[config.mk]
export PLATFORM = sky130hd
export DESIGN_NAME = flag_ctrl
export DESIGN_NICKNAME = d
export VERILOG_FILES = /design/src/rtl/cpu_pkg.sv /design/src/rtl/flag_stack.sv /design/src/rtl/flag_ctrl.sv
export SDC_FILE = /design/constraint.sdc
export NUM_CORES = 1
export LEC_CHECK = 0
export ABC_CLOCK_PERIOD_IN_PS = 1900
export BUFFER_PORTS_ARGS = -buffer_cell sky130_fd_sc_hd__buf_2
export CAP_MARGIN = 10
export CORE_MARGIN = 2
export CORE_UTILIZATION = 48
export DETAILED_ROUTE_END_ITERATION = 8
export MAX_ROUTING_LAYER = met4
export PLACE_DENSITY = 0.75
export REMOVE_ABC_BUFFERS = 1
export SYNTH_ARGS = -nofsm -noshare
export SYNTH_HDL_FRONTEND = slang
export SYNTH_SLANG_ARGS = --single-unit
[constraint.sdc]
create_clock -name CLK -period 1.9 [get_ports CLK]
set_clock_uncertainty 0.1 [all_clocks]
set_input_delay 0.285 -clock CLK [delete_from_list [all_inputs] [get_ports CLK]]
set_output_delay 0.285 -clock CLK [all_outputs]
set_load 0.05 [all_outputs]
[src/rtl/cpu_pkg.sv]
// Shared CPU definitions: flag bit positions, branch condition codes and
// the default shadow-stack depth.
package cpu_pkg;

  localparam int unsigned FLAG_CF = 3;
  localparam int unsigned FLAG_OF = 2;
  localparam int unsigned FLAG_NF = 1;
  localparam int unsigned FLAG_ZF = 0;

  localparam int unsigned DEF_STACK_DEPTH = 4;

  typedef enum logic [2:0] {
    COND_AL = 3'b000,
    COND_EQ = 3'b001,
    COND_NE = 3'b010,
    COND_CS = 3'b011,
    COND_CC = 3'b100,
    COND_MI = 3'b101,
    COND_VS = 3'b110,
    COND_LT = 3'b111
  } cond_e;

endpackage

[src/rtl/flag_stack.sv]
// Shadow LIFO for the flag register: push, pop, and a same-cycle swap of
// the top entry. Requests that would over/underflow are ignored here.
module flag_stack
  import cpu_pkg::*;
#(
  parameter int unsigned DEPTH = DEF_STACK_DEPTH,
  parameter int unsigned PTR_W = 3
) (
  input  logic             clk,
  input  logic             rst,
  input  logic             push,
  input  logic             pop,
  input  logic [3:0]       din,
  output logic [3:0]       dout,
  output logic             full,
  output logic             empty
);

  localparam int unsigned IDX_W = PTR_W - 1;

  logic [3:0]       mem [DEPTH];
  logic [PTR_W-1:0] count;
  logic [IDX_W-1:0] top_idx;
  logic [IDX_W-1:0] wr_idx;
  logic             do_push;
  logic             do_pop;
  logic             do_swap;

  assign empty   = (count == '0);
  assign full    = (count == PTR_W'(DEPTH));
  assign top_idx = IDX_W'(count - PTR_W'(1));
  assign dout    = mem[top_idx];

  // Swap only needs a valid top entry; pushing into a full stack is fine then.
  assign do_swap = push && pop && !empty;
  assign do_push = push && !pop && !full;
  assign do_pop  = pop && !push && !empty;
  assign wr_idx  = do_swap ? top_idx : count[IDX_W-1:0];

  always_ff @(posedge clk) begin
    if (rst) begin
      count <= '0;
    end else if (do_push) begin
      count <= count + PTR_W'(1);
    end else if (do_pop) begin
      count <= count - PTR_W'(1);
    end
  end

  always_ff @(posedge clk) begin
    if (!rst && (do_push || do_swap)) begin
      mem[wr_idx] <= din;
    end
  end

endmodule

[src/rtl/flag_ctrl.sv]
// Flag register with prioritised write sources, a shadow stack for
// interrupt entry/return, sticky stack error and branch condition decode.
module flag_ctrl
  import cpu_pkg::*;
#(
  parameter int unsigned STACK_DEPTH = DEF_STACK_DEPTH,
  parameter int unsigned PTR_W       = 3
) (
  input  logic       CLK,
  input  logic       RESET,
  input  logic       ALU_FWE,
  input  logic [3:0] ALU_FLAGS,
  input  logic [3:0] ALU_MASK,
  input  logic       LD_FWE,
  input  logic [3:0] LD_FLAGS,
  input  logic       SAVE,
  input  logic       RESTORE,
  input  logic       CLR_ERR,
  input  logic [2:0] COND,
  output logic [3:0] FLAGS,
  output logic       TAKEN,
  output logic       STACK_EMPTY,
  output logic       STACK_FULL,
  output logic       ERR
);

  logic [3:0] stack_top;
  logic       restore_ok;
  logic       underflow;
  logic       overflow;

  flag_stack #(
    .DEPTH (STACK_DEPTH),
    .PTR_W (PTR_W)
  ) u_stack (
    .clk   (CLK),
    .rst   (RESET),
    .push  (SAVE),
    .pop   (RESTORE),
    .din   (FLAGS),
    .dout  (stack_top),
    .full  (STACK_FULL),
    .empty (STACK_EMPTY)
  );

  assign restore_ok = RESTORE && !STACK_EMPTY;
  assign underflow  = RESTORE && STACK_EMPTY;
  assign overflow   = SAVE && !RESTORE && STACK_FULL;

  always_ff @(posedge CLK) begin
    if (RESET) begin
      FLAGS <= '0;
      ERR   <= 1'b0;
    end else begin
      if (restore_ok) begin
        FLAGS <= stack_top;
      end else if (LD_FWE) begin
        FLAGS <= LD_FLAGS;
      end else if (ALU_FWE) begin
        FLAGS <= (FLAGS & ~ALU_MASK) | (ALU_FLAGS & ALU_MASK);
      end

      // A new error wins over a same-cycle clear.
      if (underflow || overflow) begin
        ERR <= 1'b1;
      end else if (CLR_ERR) begin
        ERR <= 1'b0;
      end
    end
  end

  always_comb begin
    TAKEN = 1'b1;
    unique case (cond_e'(COND))
      COND_AL: TAKEN = 1'b1;
      COND_EQ: TAKEN = FLAGS[FLAG_ZF];
      COND_NE: TAKEN = !FLAGS[FLAG_ZF];
      COND_CS: TAKEN = FLAGS[FLAG_CF];
      COND_CC: TAKEN = !FLAGS[FLAG_CF];
      COND_MI: TAKEN = FLAGS[FLAG_NF];
      COND_VS: TAKEN = FLAGS[FLAG_OF];
      COND_LT: TAKEN = FLAGS[FLAG_NF] ^ FLAGS[FLAG_OF];
      default: TAKEN = 1'b1;
    endcase
  end

endmodule

Word level (Yosys, flattened, before mapping)
Memories as Yosys holds them, arrays and structs flattened.
Cells that the tools add are included.

storage, ports and cells
  register bits after elaboration = 8
  bits in latches = 0
  RAM bits = 16
  memory bits (read-only) = 0
  input bits = 22
  word-level logic and storage cells = 54
  memories = 1

memory list
  memory       words  width  rd ports  clocked after Yosys merged registers in  wr ports  RTL line          RTL
  u_stack.mem  4      4      1         0                                        1         flag_stack.sv:21  logic [3:0] mem [DEPTH];

cells by class
  add/sub/neg operators = 2
  multipliers = 0
  div/mod/pow operators = 0
  magnitude comparators = 0
  eq/ne operators = 8
  shifts and indexed selects = 0
  mux-type cells = 11
  bitwise operators = 5
  reductions and logical operators = 24

operator list
  cell                                                  number
  equality test 3 bit (second input constant)           5
  two-way mux 4 bit                                     3
  logical AND 1 bit                                     10
  bitwise AND 4 bit                                     2
  one-hot mux 1 bit (8 select lines)                    1
  zero test 1 bit                                       7
  equality test 3 x 2 -> 1 bit (second input constant)  2
  zero test 3 bit                                       2
  two-way mux 3 bit                                     2
  two-way mux 1 bit                                     4
  NOT 4 bit                                             1
  OR 4 bit                                              1
  nonzero test 2 bit                                    2
  adder 3 x 1 -> 3 bit (second input constant)          1
  equality test 3 x 1 -> 1 bit (second input constant)  1
  nonzero test 3 bit                                    1
  subtractor 3 x 1 -> 3 bit (second input constant)     1
  logical OR 1 bit                                      2
  two-way mux 2 bit                                     1
  XOR 1 bit                                             1

Longest topological paths before layout
  depth in word-level cells = 7
  gate-level depth with buffers = 8
  depth with buffers taken out = 7

Cells and area by module
A second synthesis with hierarchy kept.

unflattened totals
  cell total of the unflattened synthesis = 122
  area, all modules = 1327.5 um^2

by module, submodules not included
  module      instances  cells each  area an instance (um^2)
  flag_stack  1          70          944.7
  flag_ctrl   1          52          382.9

Worst setup path after synthesis
No wires, ideal clock.

  path type = register -> output
  start = register (tool-made name)
  end = output port TAKEN
  arrival time = 2.083 ns
  slack = -0.568 ns
  cell stages (with the launch flop) = 5
  buffers on the path = 0
  cells stage by stage = dfxtp_1 nand2_1 nand3_1 o21ai_0 o21ai_0

RTL lines
  what              RTL line         RTL
  end: declaration  flag_ctrl.sv:21  output logic TAKEN,

Worst setup path after layout
  start = register u_stack.count[1]
  end = output port STACK_FULL

on the way
  cells in the longest elaborated chain, start to end = 1

RTL lines
  what                      RTL line          RTL
  start: declaration        flag_stack.sv:22  logic [PTR_W-1:0] count;
  start signal: assignment  flag_stack.sv:44  count <= count + PTR_W'(1);
  start signal: assignment  flag_stack.sv:46  count <= count - PTR_W'(1);
  equality test 3 bit       flag_stack.sv:30  assign full = (count == PTR_W'(DEPTH));
  end: declaration          flag_ctrl.sv:23   output logic STACK_FULL,

Every way passes these cells.

==> metrics <==
Post-Syn Area 1330 um^2; chip height 56.7 um; clk_lat worst skew 0.31 ns; HPWL Detailed 2190 um; number of diodes 0; postcts setup bufs 0; Crit. End Element output port; relative slew slack 80.6%; Synth area leader edfxtp_1; fin crit period 1.83 ns; final hold violations 0; DRT Pass-1 Iters 4; gr ovfl total 0; pwr/cell area 885 nW/um^2; post-synth top area share 36.0%; Iter 0 DRT Violations 30; Slew Limit Fails 0; Setup WS post-layout 0.0688 ns; Post-Syn Area per Cell 11.8 um^2; Final GP Congestion 0.791; share of cells above drive strength 1 44.3%; DRC 0; Longest Clk Path Bufs 2; maximum VDD drop 756 uV; flops & latches, synth 24; Layout area overhead 22.3%; vias in the first global route 945; maximum capacitance violations 0; FMAX 0.546 GHz; Reg clk slew, reported paths 0.13 ns; Fin Setup TNS 0 ns; CP startpoint kind flip-flop; commonest non-fill, non-tap cell in the layout buf_2; leakage power total 0.643 nW; Routed Antenna Nets 0; Slew @ Worst Pin 0.290 ns; CTS H-tree depth 1; Die X 56.7 um; antenna violations before repair 0; hold buffers post-CTS 0; CP Data Required Time 1.51 ns; crit share post-route 96.4%; Worst EP arrival 1.45 ns; drt wl/cell 15.9 um; Initial Util 49.7%; CTS root buf clkbuf_4; final WL 2860 um; IO Pins 30; most frequent cells in the layout 28 x buf_2, 16 x edfxtp_1, 11 x nand2_1; post-synthesis cell count 113; worst-path fanout max 4; largest net degree at the start of global routing 15; synth unique cells 37; CTS Buf Count 3; final setup vio count 0; HP Class in -> reg; I/O Buffers 29; RSZ-0062 raised after global routing false; CP Class reg -> out; Core ar. 2690 um^2; dpl ws -0.0440 ns; synth warn 0; die footprint 3220 um^2; Total GRT Usage 18.1%; status completed; nets 175; CTS tree built; row count 19; post-synthesis sequential area ratio 48.0%; vias 1000; vias per cell 5.56; first-pass GRT wire length 4370 um; CTS sink cnt 24; number of fill cells 228; synth top area cells edfxtp_1 36%, dfxtp_1 12%, mux4_2 6.8%; Final Core Density 60.7%
==> critical path: stages, from the launching register on <==
cell and delay (ns):
dfxtp_2 0.35, inv_1 0.07, ha_2 0.23, and2_1 0.21, buf_2 0.29
==> report_power, final <==
group | switching [mW] | internal (mW) | leakage, nW
Combinational | 0.274 | 0.188 | 0.401
Clock | 0.143 | 0.213 | 0.0279
Sequential | 0.0275 | 0.599 | 0.215
Total | 0.444 | 1.00 | 0.643
==> cells in the mapped netlist <==
cell	count
edfxtp_1	16
or3_4	1
nand2b_1	1
clkinv_1	4
nor3_1	6
xor2_1	1
a2bb2oi_2	1
a2111oi_4	1
nor2b_1	6
buf_1	1
o22ai_1	4
o21a_1	1
and2_1	2
a21o_1	1
ha_1	3
mux2i_1	6
nor2_2	1
o2bb2ai_1	1
o21ai_0	2
mux4_2	4
nand2b_4	3
nor2_1	3
nand3_1	2
inv_2	1
xnor2_1	2
a21oi_1	4
dfxtp_1	8
inv_1	3
a22oi_1	1
nand2_1	11
o221ai_1	1
buf_4	1
a211oi_1	2
o21ai_1	1
buf_2	1
mux2_2	4
buf_6	2
==> path summary, 6_finish.rpt <==
path	start	to	slack [ns]	depth (start not counted)
worst max-delay path	u_stack.count[1]$_SDFFE_PP0P_	STACK_FULL	0.07	4
worst min-delay path	LD_FLAGS[3]	flip-flop	0.17	3
worst max register to register	u_stack.count[1]$_SDFFE_PP0P_	u_stack.mem[1][0]$_DFFE_PP_	0.10	6
worst min register to register	flip-flop	u_stack.mem[3][3]$_DFFE_PP_	0.44	0
==> through the flow <==
stage | instances | cell area, um^2 | power [mW] | hold slack (ns)
after floorplan | 108 | 1290 | 0.931 | 0.257
after global placement | 176 | 1540 | 1.06 | 0.480
after detailed placement | 176 | 1540 | 1.07 | 0.475
after CTS | 180 | 1600 | 1.42 | 0.158
after global routing | 180 | 1630 | 1.51 | 0.165
final | 180 | 1630 | 1.44 | 0.168
==> cell type report <==
class / count / area (um^2) / share of cell area (%)
multi-input combinational: 76 / 657 / 40.3
timing repair buffer: 37 / 208 / 12.7
inverter: 8 / 30.0 / 1.84
clock inverter: 1 / 30.0 / 1.84
sequential: 24 / 646 / 39.6
tap: 31 / 38.8 / 2.38
clock buffer: 3 / 22.5 / 1.38
==> cell families after synthesis <==
kind of cell             Yosys count  synth area share [%]
adder cells (fa/ha/maj)            3                  2.81
XOR/XNOR                           3                  1.97
AO/OA/AOI/OAI                     20                  11.8
multiplexers                      14                  14.6
buffers and inverters             13                  5.16
AND/OR/NAND/NOR                   36                  15.6
flip-flops                        24                  48.0
==> metal layers <==
layer / vias to the layer above / global-route usage (%) / share of wire [%] / wire, um
met4: 0 / 2.04 / 0 / 0
met1: 475 / 25.3 / 44 / 1250
met2: 41 / 27.6 / 47 / 1350
met5: - / - / 0 / 0
li1: 484 / - / - / -
met3: 0 / 4.61 / 9.0 / 256
==> timing repair <==
action | CTS | global route
pin swaps | 0 | 2
endpoints found under the hold margin | 0 | 0
gates resized for setup | 4 | 9
endpoints found under the setup margin | 9 | 18
Note: power is estimated with default switching activity, not from simulation.
